`config.mk`:
```
export PLATFORM = sky130hd
export DESIGN_NAME = spi_apb_frontend_flat
export DESIGN_NICKNAME = d
export VERILOG_FILES = /design/src/rtl/spi_apb_frontend_if.sv /design/src/rtl/spi_apb_frontend.sv /design/src/flat_wrapper.sv
export SDC_FILE = /design/constraint.sdc
export NUM_CORES = 1
export LEC_CHECK = 0
export ABC_AREA = 1
export CORE_MARGIN = 4
export CORE_UTILIZATION = 40
export DETAILED_ROUTE_END_ITERATION = 8
export DONT_BUFFER_PORTS = 1
export HOLD_SLACK_MARGIN = 0.05
export PLACE_DENSITY = 0.54
export SLEW_MARGIN = 20
export SYNTH_ARGS = -nofsm -noshare
export SYNTH_HDL_FRONTEND = slang
export SYNTH_SLANG_ARGS = --single-unit
```
`constraint.sdc`:
```
create_clock -name clk -period 1.9 [get_ports clk]
set_clock_uncertainty 0.05 [all_clocks]
set_input_delay 0.57 -clock clk [delete_from_list [all_inputs] [get_ports clk]]
set_output_delay 0.57 -clock clk [all_outputs]
set_load 0.1 [all_outputs]
```
`src/rtl/spi_apb_frontend_if.sv`:
```
// rtl/spi_apb_frontend_if.sv - APB3 register bus and SPI launch handshake bundle
//
// Purpose: groups the APB3 slave signals and the SPI-master launch handshake
//          so the front-end and its environment connect through one port.
// Modports:
//   slave  - the front-end: samples APB requests, returns PRDATA/PREADY/PSLVERR,
//            drives spi_data_valid/spi_wdata, samples spi_rdata/spi_rdy.
//   master - the environment: CPU-side APB requester plus the SPI master.
interface spi_apb_frontend_if #(
   parameter int WORD_LENGTH = 8
);
   logic                   PSEL;
   logic                   PENABLE;
   logic                   PWRITE;
   logic [3:0]             PADDR;
   logic [31:0]            PWDATA;
   logic [31:0]            PRDATA;
   logic                   PREADY;
   logic                   PSLVERR;
   logic                   spi_data_valid;
   logic [WORD_LENGTH-1:0] spi_wdata;
   logic [WORD_LENGTH-1:0] spi_rdata;
   logic                   spi_rdy;

   modport slave (
      input  PSEL, PENABLE, PWRITE, PADDR, PWDATA,
      output PRDATA, PREADY, PSLVERR,
      output spi_data_valid, spi_wdata,
      input  spi_rdata, spi_rdy
   );

   modport master (
      output PSEL, PENABLE, PWRITE, PADDR, PWDATA,
      input  PRDATA, PREADY, PSLVERR,
      input  spi_data_valid, spi_wdata,
      output spi_rdata, spi_rdy
   );
endinterface

```
`src/rtl/spi_apb_frontend.sv`:
```
// rtl/spi_apb_frontend.sv - APB3 slave front-end with TX/RX FIFOs feeding an SPI master
//
// Purpose: buffers CPU words in a TX FIFO, launches one SPI transfer per word
//          through the data_valid / ready-busy handshake and stores each
//          received word in an RX FIFO. Registers (PADDR[3:2]):
//            0 TXDATA (W push), 1 RXDATA (R pop), 2 STATUS (R), 3 CTRL (R/W).
// Ports:
//   clk   - system / APB clock
//   rst_n - asynchronous active-low reset
//   bus   - spi_apb_frontend_if.slave: APB3 slave (zero wait state) and the
//           SPI launch handshake (spi_data_valid, spi_wdata, spi_rdata, spi_rdy)
//   irq   - registered interrupt: irq_en & (rx not empty | rx_ovf)
module spi_apb_frontend #(
   parameter int WORD_LENGTH = 8,
   parameter int FIFO_DEPTH  = 4
) (
   input  logic                  clk,
   input  logic                  rst_n,
   spi_apb_frontend_if.slave     bus,
   output logic                  irq
);
   localparam int CW = $clog2(FIFO_DEPTH) + 1;
   localparam int AW = $clog2(FIFO_DEPTH);

   typedef enum logic [1:0] {
      IDLE      = 2'd0,
      WAIT_BSY  = 2'd1,
      WAIT_DONE = 2'd2
   } state_t;

   state_t                 state;

   logic [WORD_LENGTH-1:0] tx_mem [FIFO_DEPTH];
   logic [WORD_LENGTH-1:0] rx_mem [FIFO_DEPTH];
   logic [AW-1:0]          tx_rd_ptr, tx_wr_ptr;
   logic [AW-1:0]          rx_rd_ptr, rx_wr_ptr;
   logic [CW-1:0]          tx_count, rx_count;

   logic                   ctrl_enable;
   logic                   ctrl_irq_en;
   logic                   rx_ovf;

   logic                   access;
   logic [1:0]             reg_sel;
   logic                   tx_empty, tx_full, rx_empty, rx_full;
   logic                   launch;
   logic                   tx_push, tx_pop;
   logic                   rx_done, rx_push, rx_pop;
   logic                   ovf_set, ctrl_wr;
   logic [31:0]            status;
   logic                   unused_bits;

   assign access   = bus.PSEL & bus.PENABLE;
   assign reg_sel  = bus.PADDR[3:2];

   // Flags come from the registered counts, i.e. their value at cycle start,
   // so a same-cycle pop/push never rescues a write-while-full or read-while-empty.
   assign tx_empty = (tx_count == '0);
   assign tx_full  = (tx_count == CW'(FIFO_DEPTH));
   assign rx_empty = (rx_count == '0);
   assign rx_full  = (rx_count == CW'(FIFO_DEPTH));

   assign launch   = (state == IDLE) & ctrl_enable & ~tx_empty & bus.spi_rdy;
   assign tx_pop   = launch;
   assign tx_push  = access & bus.PWRITE & (reg_sel == 2'd0) & ~tx_full;

   // A completed transfer lands in RX unless RX is full, in which case the
   // word is dropped and the overflow sticky bit records the loss.
   assign rx_done  = (state == WAIT_DONE) & bus.spi_rdy;
   assign rx_push  = rx_done & ~rx_full;
   assign ovf_set  = rx_done & rx_full;
   assign rx_pop   = access & ~bus.PWRITE & (reg_sel == 2'd1) & ~rx_empty;

   assign ctrl_wr  = access & bus.PWRITE & (reg_sel == 2'd3);

   assign bus.PREADY = 1'b1;

   assign unused_bits = ^{bus.PADDR[1:0], bus.PWDATA[31:WORD_LENGTH]};

   // FIFO storage carries no reset; the pointers and counts define validity.
   always_ff @(posedge clk) begin
      if (tx_push) tx_mem[tx_wr_ptr] <= bus.PWDATA[WORD_LENGTH-1:0];
      if (rx_push) rx_mem[rx_wr_ptr] <= bus.spi_rdata;
   end

   always_ff @(posedge clk or negedge rst_n) begin
      if (!rst_n) begin
         tx_rd_ptr <= '0;
         tx_wr_ptr <= '0;
         tx_count  <= '0;
         rx_rd_ptr <= '0;
         rx_wr_ptr <= '0;
         rx_count  <= '0;
      end else begin
         if (tx_push) tx_wr_ptr <= tx_wr_ptr + AW'(1);
         if (tx_pop)  tx_rd_ptr <= tx_rd_ptr + AW'(1);
         case ({tx_push, tx_pop})
            2'b10:   tx_count <= tx_count + CW'(1);
            2'b01:   tx_count <= tx_count - CW'(1);
            default: ;
         endcase

         if (rx_push) rx_wr_ptr <= rx_wr_ptr + AW'(1);
         if (rx_pop)  rx_rd_ptr <= rx_rd_ptr + AW'(1);
         case ({rx_push, rx_pop})
            2'b10:   rx_count <= rx_count + CW'(1);
            2'b01:   rx_count <= rx_count - CW'(1);
            default: ;
         endcase
      end
   end

   always_ff @(posedge clk or negedge rst_n) begin
      if (!rst_n) begin
         ctrl_enable <= 1'b0;
         ctrl_irq_en <= 1'b0;
         rx_ovf      <= 1'b0;
         irq         <= 1'b0;
      end else begin
         if (ctrl_wr) begin
            ctrl_enable <= bus.PWDATA[0];
            ctrl_irq_en <= bus.PWDATA[1];
         end
         // A new overflow beats a simultaneous software clear.
         if (ovf_set)
            rx_ovf <= 1'b1;
         else if (ctrl_wr & bus.PWDATA[2])
            rx_ovf <= 1'b0;
         irq <= ctrl_irq_en & (~rx_empty | rx_ovf);
      end
   end

   // Launch FSM. spi_wdata is only loaded on a launch, so it stays stable for
   // the whole transfer; spi_data_valid is high only in the cycle after launch.
   always_ff @(posedge clk or negedge rst_n) begin
      if (!rst_n) begin
         state              <= IDLE;
         bus.spi_data_valid <= 1'b0;
         bus.spi_wdata      <= '0;
      end else begin
         bus.spi_data_valid <= 1'b0;
         case (state)
            IDLE: begin
               if (launch) begin
                  bus.spi_wdata      <= tx_mem[tx_rd_ptr];
                  bus.spi_data_valid <= 1'b1;
                  state              <= WAIT_BSY;
               end
            end
            WAIT_BSY: begin
               if (!bus.spi_rdy) state <= WAIT_DONE;
            end
            WAIT_DONE: begin
               if (bus.spi_rdy) state <= IDLE;
            end
            default: state <= IDLE;
         endcase
      end
   end

   always_comb begin
      status              = '0;
      status[0]           = tx_empty;
      status[1]           = tx_full;
      status[2]           = rx_empty;
      status[3]           = rx_full;
      status[4]           = (state != IDLE);
      status[5]           = rx_ovf;
      status[8 +: CW]     = tx_count;
      status[16 +: CW]    = rx_count;

      bus.PRDATA  = '0;
      bus.PSLVERR = 1'b0;
      if (access) begin
         if (bus.PWRITE) begin
            case (reg_sel)
               2'd0:    bus.PSLVERR = tx_full;
               2'd1,
               2'd2:    bus.PSLVERR = 1'b1;
               default: ;
            endcase
         end else begin
            case (reg_sel)
               2'd1: begin
                  if (rx_empty)
                     bus.PSLVERR = 1'b1;
                  else
                     bus.PRDATA = 32'(rx_mem[rx_rd_ptr]);
               end
               2'd2:    bus.PRDATA = status;
               2'd3:    bus.PRDATA = {30'd0, ctrl_irq_en, ctrl_enable};
               default: ;
            endcase
         end
      end
   end
endmodule
```
`src/flat_wrapper.sv`:
```
// flat-port wrapper written by rule: the top's interface ports become plain ports
module spi_apb_frontend_flat 
#(
   parameter int WORD_LENGTH = 8,
   parameter int FIFO_DEPTH  = 4
)
  (clk, rst_n, irq, bus_PSEL, bus_PENABLE, bus_PWRITE, bus_PADDR, bus_PWDATA, bus_PRDATA, bus_PREADY, bus_PSLVERR, bus_spi_data_valid, bus_spi_wdata, bus_spi_rdata, bus_spi_rdy);
  spi_apb_frontend_if #(.WORD_LENGTH(WORD_LENGTH)) bus_i ();
  input  logic clk;
  input  logic rst_n;
  output logic irq;
  input wire logic [$bits(bus_i.PSEL)-1:0] bus_PSEL;
  input wire logic [$bits(bus_i.PENABLE)-1:0] bus_PENABLE;
  input wire logic [$bits(bus_i.PWRITE)-1:0] bus_PWRITE;
  input wire logic [$bits(bus_i.PADDR)-1:0] bus_PADDR;
  input wire logic [$bits(bus_i.PWDATA)-1:0] bus_PWDATA;
  output wire logic [$bits(bus_i.PRDATA)-1:0] bus_PRDATA;
  output wire logic [$bits(bus_i.PREADY)-1:0] bus_PREADY;
  output wire logic [$bits(bus_i.PSLVERR)-1:0] bus_PSLVERR;
  output wire logic [$bits(bus_i.spi_data_valid)-1:0] bus_spi_data_valid;
  output wire logic [$bits(bus_i.spi_wdata)-1:0] bus_spi_wdata;
  input wire logic [$bits(bus_i.spi_rdata)-1:0] bus_spi_rdata;
  input wire logic [$bits(bus_i.spi_rdy)-1:0] bus_spi_rdy;
  assign bus_i.PSEL = bus_PSEL;
  assign bus_i.PENABLE = bus_PENABLE;
  assign bus_i.PWRITE = bus_PWRITE;
  assign bus_i.PADDR = bus_PADDR;
  assign bus_i.PWDATA = bus_PWDATA;
  assign bus_PRDATA = bus_i.PRDATA;
  assign bus_PREADY = bus_i.PREADY;
  assign bus_PSLVERR = bus_i.PSLVERR;
  assign bus_spi_data_valid = bus_i.spi_data_valid;
  assign bus_spi_wdata = bus_i.spi_wdata;
  assign bus_i.spi_rdata = bus_spi_rdata;
  assign bus_i.spi_rdy = bus_spi_rdy;
  spi_apb_frontend #(.WORD_LENGTH(WORD_LENGTH), .FIFO_DEPTH(FIFO_DEPTH)) u_core (.clk(clk), .rst_n(rst_n), .bus(bus_i), .irq(irq));
endmodule
```
* Word level (Yosys, flattened, before mapping)
Memories as Yosys holds them, arrays and structs flattened. A register that Yosys moved wholly into a read port is not among the register bits.
Cells that the tools add are included.
** Operators by class
- Add/sub/neg operators :: 8
- Eq/ne operators :: 14
- Muxes and demuxes :: 23
- Bitwise logic cells :: 22
- Reduce and logical (&&, ||, !) cells :: 12
** Operator list (count)
- 32-bit one-hot mux with 3 select lines :: 1
- 32-bit two-way mux :: 2
- 1-bit AND :: 16
- 1-bit two-way mux :: 12
- 3-bit one-hot mux with 2 select lines :: 2
- 2-bit == test, second input constant :: 5
- 2-bit by 1-bit adder with 2-bit output, second input constant :: 4
- 2-bit by 1-bit == test with 1-bit output, second input constant :: 4
- 8-bit two-way mux :: 1
- 2-bit nonzero test :: 4
- 3-bit by 1-bit adder with 3-bit output, second input constant :: 2
- 3-bit == test, second input constant :: 2
- 3-bit logical NOT :: 2
- 2-bit two-way mux :: 3
- 2-bit one-hot mux with 3 select lines :: 1
- 3-bit by 1-bit subtractor with 3-bit output, second input constant :: 2
- 1-bit inverter :: 5
- 2-bit logical NOT :: 2
- 2-bit inequality test, second input constant :: 2
- 3-bit AND reduction :: 1
- 2-bit by 1-bit inequality test with 1-bit output, second input constant :: 1
- 1-bit one-hot mux with 2 select lines :: 1
- 2-bit AND reduction :: 1
- 2-bit OR reduction :: 1
- 2 further kinds :: 2
** Word-level totals
- Register bits :: 21
- Memory bits (writable) :: 64
- Output and inout bits :: 44
- Memories kept :: 2
** Memories
- u_core.rx_mem :: depth 4, bits a word 8, read ports 1, clocked after Yosys merged registers in 0, write ports 1, line spi_apb_frontend.sv:34 : logic [WORD_LENGTH-1:0] rx_mem [FIFO_DEPTH];
- u_core.tx_mem :: depth 4, bits a word 8, read ports 1, clocked after Yosys merged registers in 1, write ports 1, line spi_apb_frontend.sv:33 : logic [WORD_LENGTH-1:0] tx_mem [FIFO_DEPTH];

* Logic depth before layout (Yosys ltp)
Gate-level depths: netlist (run 1).
- Depth after elaboration :: 6
- Gate-level depth with buffers :: 11

* Worst setup path before layout (run 1)
No wires, ideal clock.
- Path type :: input-to-output
- Start point :: input port bus_PADDR[2]
- End point :: output port bus_PRDATA[2]
- Data arrival time :: 2.536 ns
- Path slack :: -1.256 ns
- Cell stages on the path :: 5
- Cells stage by stage :: inv_1 -> ha_1 -> inv_1 -> nand2_2 -> a21oi_1
** Between the ends
- Cells in the longest elaborated chain, start to end :: 4
- Elaborated cells on any way between the ends :: 6
- Classes of those cells :: 3 x eq/ne; 3 x mux
** Ends and longest elaborated chain
- start: declaration :: line flat_wrapper.sv:15 : input wire logic [$bits(bus_i.PADDR)-1:0] bus_PADDR;
- 2-bit == test or 2-bit by 1-bit == test with 1-bit output (tied branches) :: line spi_apb_frontend.sv:183 : case (reg_sel)
- 32-bit one-hot mux with 3 select lines * :: line spi_apb_frontend.sv:183
- 32-bit two-way mux * :: line spi_apb_frontend.sv:175 : if (bus.PWRITE) begin
- 32-bit two-way mux * :: line spi_apb_frontend.sv:174 : if (access) begin
- end: declaration :: line flat_wrapper.sv:17 : output wire logic [$bits(bus_i.PRDATA)-1:0] bus_PRDATA;
Every way passes the cells marked *; elsewhere a longest branch is shown, timed or not.

* Worst setup path in the final report (run 1)
- Start point :: register u_core.rx_rd_ptr[0]
- End point :: output port bus_PRDATA[6]
** Between the ends
- Cells in the longest elaborated chain, start to end :: 5
** Ends and longest elaborated chain
- start: declaration :: line spi_apb_frontend.sv:36 : logic [AW-1:0] rx_rd_ptr, rx_wr_ptr;
- start signal: assignment :: line spi_apb_frontend.sv:104 : if (rx_pop) rx_rd_ptr <= rx_rd_ptr + AW'(1);
- memory read 4 x 8 bit
- 8-bit two-way mux :: line spi_apb_frontend.sv:185 : if (rx_empty)
- 32-bit one-hot mux with 3 select lines :: line spi_apb_frontend.sv:183
- 32-bit two-way mux :: line spi_apb_frontend.sv:175
- 32-bit two-way mux :: line spi_apb_frontend.sv:174
Every way passes these cells.

==> results of run 1 <==
## cell usage after synthesis (all sizes together)
library cell  instances
nand2                70
nor2                 67
edfxtp               64
o21ai                54
inv                  47
buf                  29
dfrtp                29
ha                   14
nand3                14
a21oi                 6
xor2                  6
conb                  2
fa                    2
o22ai                 2
xnor2                 2
nand3b                1
nor3                  1
## power by group
part	internal, uW	switching [uW]	leakage (uW)
registers	2460	241	0.000928
clock network	656	732	0.000104
logic	1300	2290	0.00137
## cell families after synthesis
kind of cell	after synthesis
adders and majority gates	16
DFF	93
and+or+nand+nor	153
buffers and inverters	76
xor gates and xnor gates	8
AOI/OAI and AO/OA	62
other	2
## routing by layer
layer,global-route usage,part of all wire,vias to the layer above
li1,-,-,1473
met2,0.266,0.52,50
met4,0.0385,0.0084,0
met5,0,0,-
met3,0.0410,0.049,5
met1,0.177,0.42,1428
## worst paths after layout
kind	from	cells after the start	end	slack, ns
hold / removal	bus_spi_rdy	1	u_core.state[1]$_DFFE_PN0P_	0.22
setup / recovery	u_core.rx_rd_ptr[0]$_DFFE_PN0P_	7	bus_PRDATA[6]	-0.32
min in group asynchronous	rst_n	2	u_core.bus.spi_data_valid$_DFF_PN0_	0.60
max in group asynchronous	rst_n	2	u_core.rx_rd_ptr[0]$_DFFE_PN0P_	1.00
hold reg to reg	u_core.bus.spi_wdata[0]$_DFFE_PN0P_	2	u_core.bus.spi_wdata[0]$_DFFE_PN0P_	0.44
setup reg to reg	u_core.tx_count[1]$_DFFE_PN0P_	10	u_core.tx_count[2]$_DFFE_PN0P_	-0.01
## through the flow
step / util / std cells / total power (uW) / worst slack (ns) / instance area [sq um]
6_report: 0.563 / 637 / 7680 / -0.324 / 5890
5_1_grt: 0.563 / 637 / 8170 / -0.401 / 5890
4_1_cts: 0.548 / 633 / 7510 / -0.337 / 5740
3_5_place_dp: 0.501 / 604 / 5730 / -0.248 / 5250
3_3_place_gp: 0.501 / 604 / 5670 / -0.244 / 5250
2_1_floorplan: - / 427 / 5000 / -0.300 / 4680
## sequential cells by signal, summed over array words and instances (netlist names)
signal and flops:
u_core.tx_rd_ptr 2, u_core.ctrl_enable 1, u_core.bus.spi_data_valid 1, u_core.state 2
u_core.ctrl_irq_en 1, u_core.rx_mem 32, u_core.rx_rd_ptr 2, u_core.rx_ovf 1
u_core.tx_wr_ptr 2, u_core.tx_mem 32, u_core.rx_count 3, u_core.bus.spi_wdata 8
u_core.tx_count 3, u_core.irq 1, u_core.rx_wr_ptr 2
## worst register-to-register path: cells and delay by family (launching register included)
kind	cells	cell delay, ns
AOI/OAI and AO/OA	2	0.23
xor gates and xnor gates	1	0.14
adders and majority gates	2	0.53
buffers and inverters	3	0.27
DFF	1	0.41
and+or+nand+nor	2	0.17
## area by class of cell
class,count,area share
clock buffer,10,0.0234
inverter,47,0.0389
tap,136,0.0289
timing repair buffer,87,0.144
sequential,93,0.450
clock inverter,6,0.0121
multi-input combinational,258,0.304
## timing repair
| item | in CTS | in global routing |
|---|---|---|
| endpoints found under the hold margin | 29 | 0 |
| hold buffers | 2 | 0 |
| setup buffers | 11 | 4 |
| pin swaps | 31 | 29 |
| gates resized for setup | 58 | 38 |
| setup endpoints to repair | 15 | 19 |
| cloned | 1 | 0 |
==> impl_metrics.prom, run 1 <==
# TYPE chip_impl_metric gauge
chip_impl_metric{name="tightest_slew",unit="ns"} 0.513
chip_impl_metric{name="final_hold_viol_count",unit=""} 0
chip_impl_info{name="worst_setup_path_start_kind",value="flip-flop"} 1
chip_impl_metric{name="core.rowCount",unit=""} 37
chip_impl_metric{name="post_synth_xor_area_fraction",unit=""} 0.0178
chip_impl_info{name="violations_in_the_final_reports",value="setup timing"} 1
chip_impl_metric{name="synthMuxAreaShare",unit=""} 0
chip_impl_metric{name="coreArea",unit="sq um"} 10500
chip_impl_metric{name="per_cell_routed_wire_length",unit="um"} 14.5
chip_impl_metric{name="biggest_fanout_along_the_worst_timing_path",unit=""} 6
chip_impl_metric{name="post_synth_fa_ha_maj_area_fraction",unit=""} 0.0493
chip_impl_metric{name="max_cap_violations",unit=""} 0
chip_impl_metric{name="ys_seq_area_frac",unit=""} 0.606
chip_impl_metric{name="synth_area_per_cell",unit="sq um"} 10.7
chip_impl_info{name="synth_area_leaders",value="edfxtp_1 (44%), dfrtp_1 (17%), nand2_1 (5.6%), nor2_1 (5.2%), o21ai_0 (4.7%)"} 1
chip_impl_metric{name="finalNetCount",unit=""} 562
chip_impl_metric{name="synthesis.area",unit="sq um"} 4370
chip_impl_metric{name="antenna_diode_count",unit=""} 0
chip_impl_info{name="synth_largest_area_cell",value="edfxtp_1"} 1
chip_impl_metric{name="netlist_instances",unit=""} 410
chip_impl_metric{name="setup-violations-final",unit=""} 16
chip_impl_metric{name="drt_iter0_markers",unit=""} 120
chip_impl_metric{name="width_of_the_chip",unit="um"} 113
chip_impl_info{name="cpLargestDelayFamily",value="flip-flops"} 1
chip_impl_metric{name="worst_slack",unit="ns"} -0.324
chip_impl_metric{name="post_synth_num_cell_types",unit=""} 28
chip_impl_metric{name="start_util",unit=""} 0.417
chip_impl_metric{name="synth-seq-cells",unit=""} 93
chip_impl_metric{name="worst_case_vdd_ir_drop",unit="uV"} 1020
chip_impl_info{name="crit_chain",value="inv_4, buf_8, nor2_4, o22ai_2, nand2_2, clkinvlp_4, buf_12"} 1
chip_impl_info{name="critPathSlowestCell",value="dfrtp_2"} 1
chip_impl_info{name="grt_setup_unrepaired",value="true"} 1
chip_impl_metric{name="grt_first_pass_wirelength",unit="um"} 14700
chip_impl_metric{name="critPathMaxStageDelay",unit="ns"} 0.48
chip_impl_info{name="holdCritPathClass",value="in2reg"} 1
chip_impl_metric{name="top_level_ports",unit=""} 94
chip_impl_metric{name="synth_compound_gate_area_share",unit=""} 0.0716
chip_impl_metric{name="critical_path.n_buffers_inverters",unit=""} 4
chip_impl_info{name="criticalPathCategory",value="reg2out"} 1
chip_impl_metric{name="power_density",unit="nW/um^2"} 1300
chip_impl_metric{name="antenna_found_initial",unit=""} 0
chip_impl_metric{name="min_period_over_period",unit=""} 1.17
chip_impl_metric{name="clkSlewWorstSetupHoldPaths",unit="ns"} 0.09
chip_impl_metric{name="synth_simple_gate_area_frac",unit=""} 0.156
chip_impl_info{name="cts_tree",value="built"} 1
chip_impl_metric{name="drt-total-wl",unit="um"} 9250
chip_impl_metric{name="max_freq",unit="MHz"} 450
chip_impl_metric{name="clock_buffer_count_from_cts",unit=""} 9
chip_impl_info{name="status",value="finished with violations"} 1
chip_impl_metric{name="detail_route.vias_per_cell",unit=""} 4.64
chip_impl_info{name="clock_tree.root_cell",value="clkbuf_8"} 1
chip_impl_metric{name="num_vias",unit=""} 2956
chip_impl_metric{name="timing.setup.tns",unit="ns"} -2.97
chip_impl_metric{name="area_growth",unit="%"} 34.9
chip_impl_metric{name="grt_start_max_net_pins",unit=""} 30
chip_impl_metric{name="timing.final.max_slew_violations",unit=""} 0
chip_impl_metric{name="vias_in_the_first_global_route",unit=""} 2907
chip_impl_metric{name="maxSlewHeadroom",unit=""} 0.658
chip_impl_metric{name="cts_sink_cnt",unit=""} 93
chip_impl_metric{name="final-seq-area",unit="sq um"} 2650
chip_impl_metric{name="period_needed",unit="ns"} 2.22
chip_impl_metric{name="hold-worst-slack",unit="ns"} 0.221
chip_impl_info{name="final_common_cell",value="edfxtp_1"} 1
chip_impl_metric{name="number_of_port_buffers",unit=""} 0
chip_impl_metric{name="arrival",unit="ns"} 1.60
chip_impl_metric{name="detail_route.drc_violations",unit=""} 0
chip_impl_metric{name="grt_usage",unit=""} 0.149
chip_impl_metric{name="floorplan.die.height",unit="um"} 113
chip_impl_metric{name="fill_count",unit=""} 901
chip_impl_metric{name="cts-root-to-sink-buffers",unit=""} 2
chip_impl_metric{name="clk_latency",unit="ns"} 0.36
chip_impl_metric{name="crit_required",unit="ns"} 1.28
chip_impl_metric{name="leakage",unit="uW"} 0.00241
chip_impl_metric{name="drt.antenna.violating_nets",unit=""} 0
chip_impl_metric{name="dp_hpwl",unit="um"} 6410
chip_impl_info{name="end_kind",value="output pin"} 1
chip_impl_metric{name="yosys_warns",unit=""} 0
chip_impl_metric{name="design.die.area",unit="sq um"} 12700
chip_impl_metric{name="post-synth-top-area-fraction",unit=""} 0.440
chip_impl_metric{name="finalWeightedCongestion",unit=""} 0.726
chip_impl_metric{name="grt_remaining_overflow",unit=""} 0
chip_impl_info{name="dominant_combinational_cell_family_by_area_after_synthesis",value="simple AND/OR/NAND/NOR gates"} 1
chip_impl_metric{name="cts.htree.levels",unit=""} 3
chip_impl_info{name="layout_common_cells",value="edfxtp_1 (64), buf_4 (62), nand2_1 (45), nor2_1 (45), dfrtp_1 (28)"} 1
chip_impl_metric{name="detail_route.first_pass.iterations",unit=""} 4
chip_impl_metric{name="proportion_of_layout_cells_with_a_drive_suffix_above_1",unit=""} 0.407
chip_impl_metric{name="multi_input_area",unit="sq um"} 1790
Power figures use the tool's default switching activity.
==> inputs of run 2 (changes only) <==
CAP_MARGIN = 20   (was unset)
==> results of run 2 <==
Final layout, timing and power as in run 1 (identical DEF).
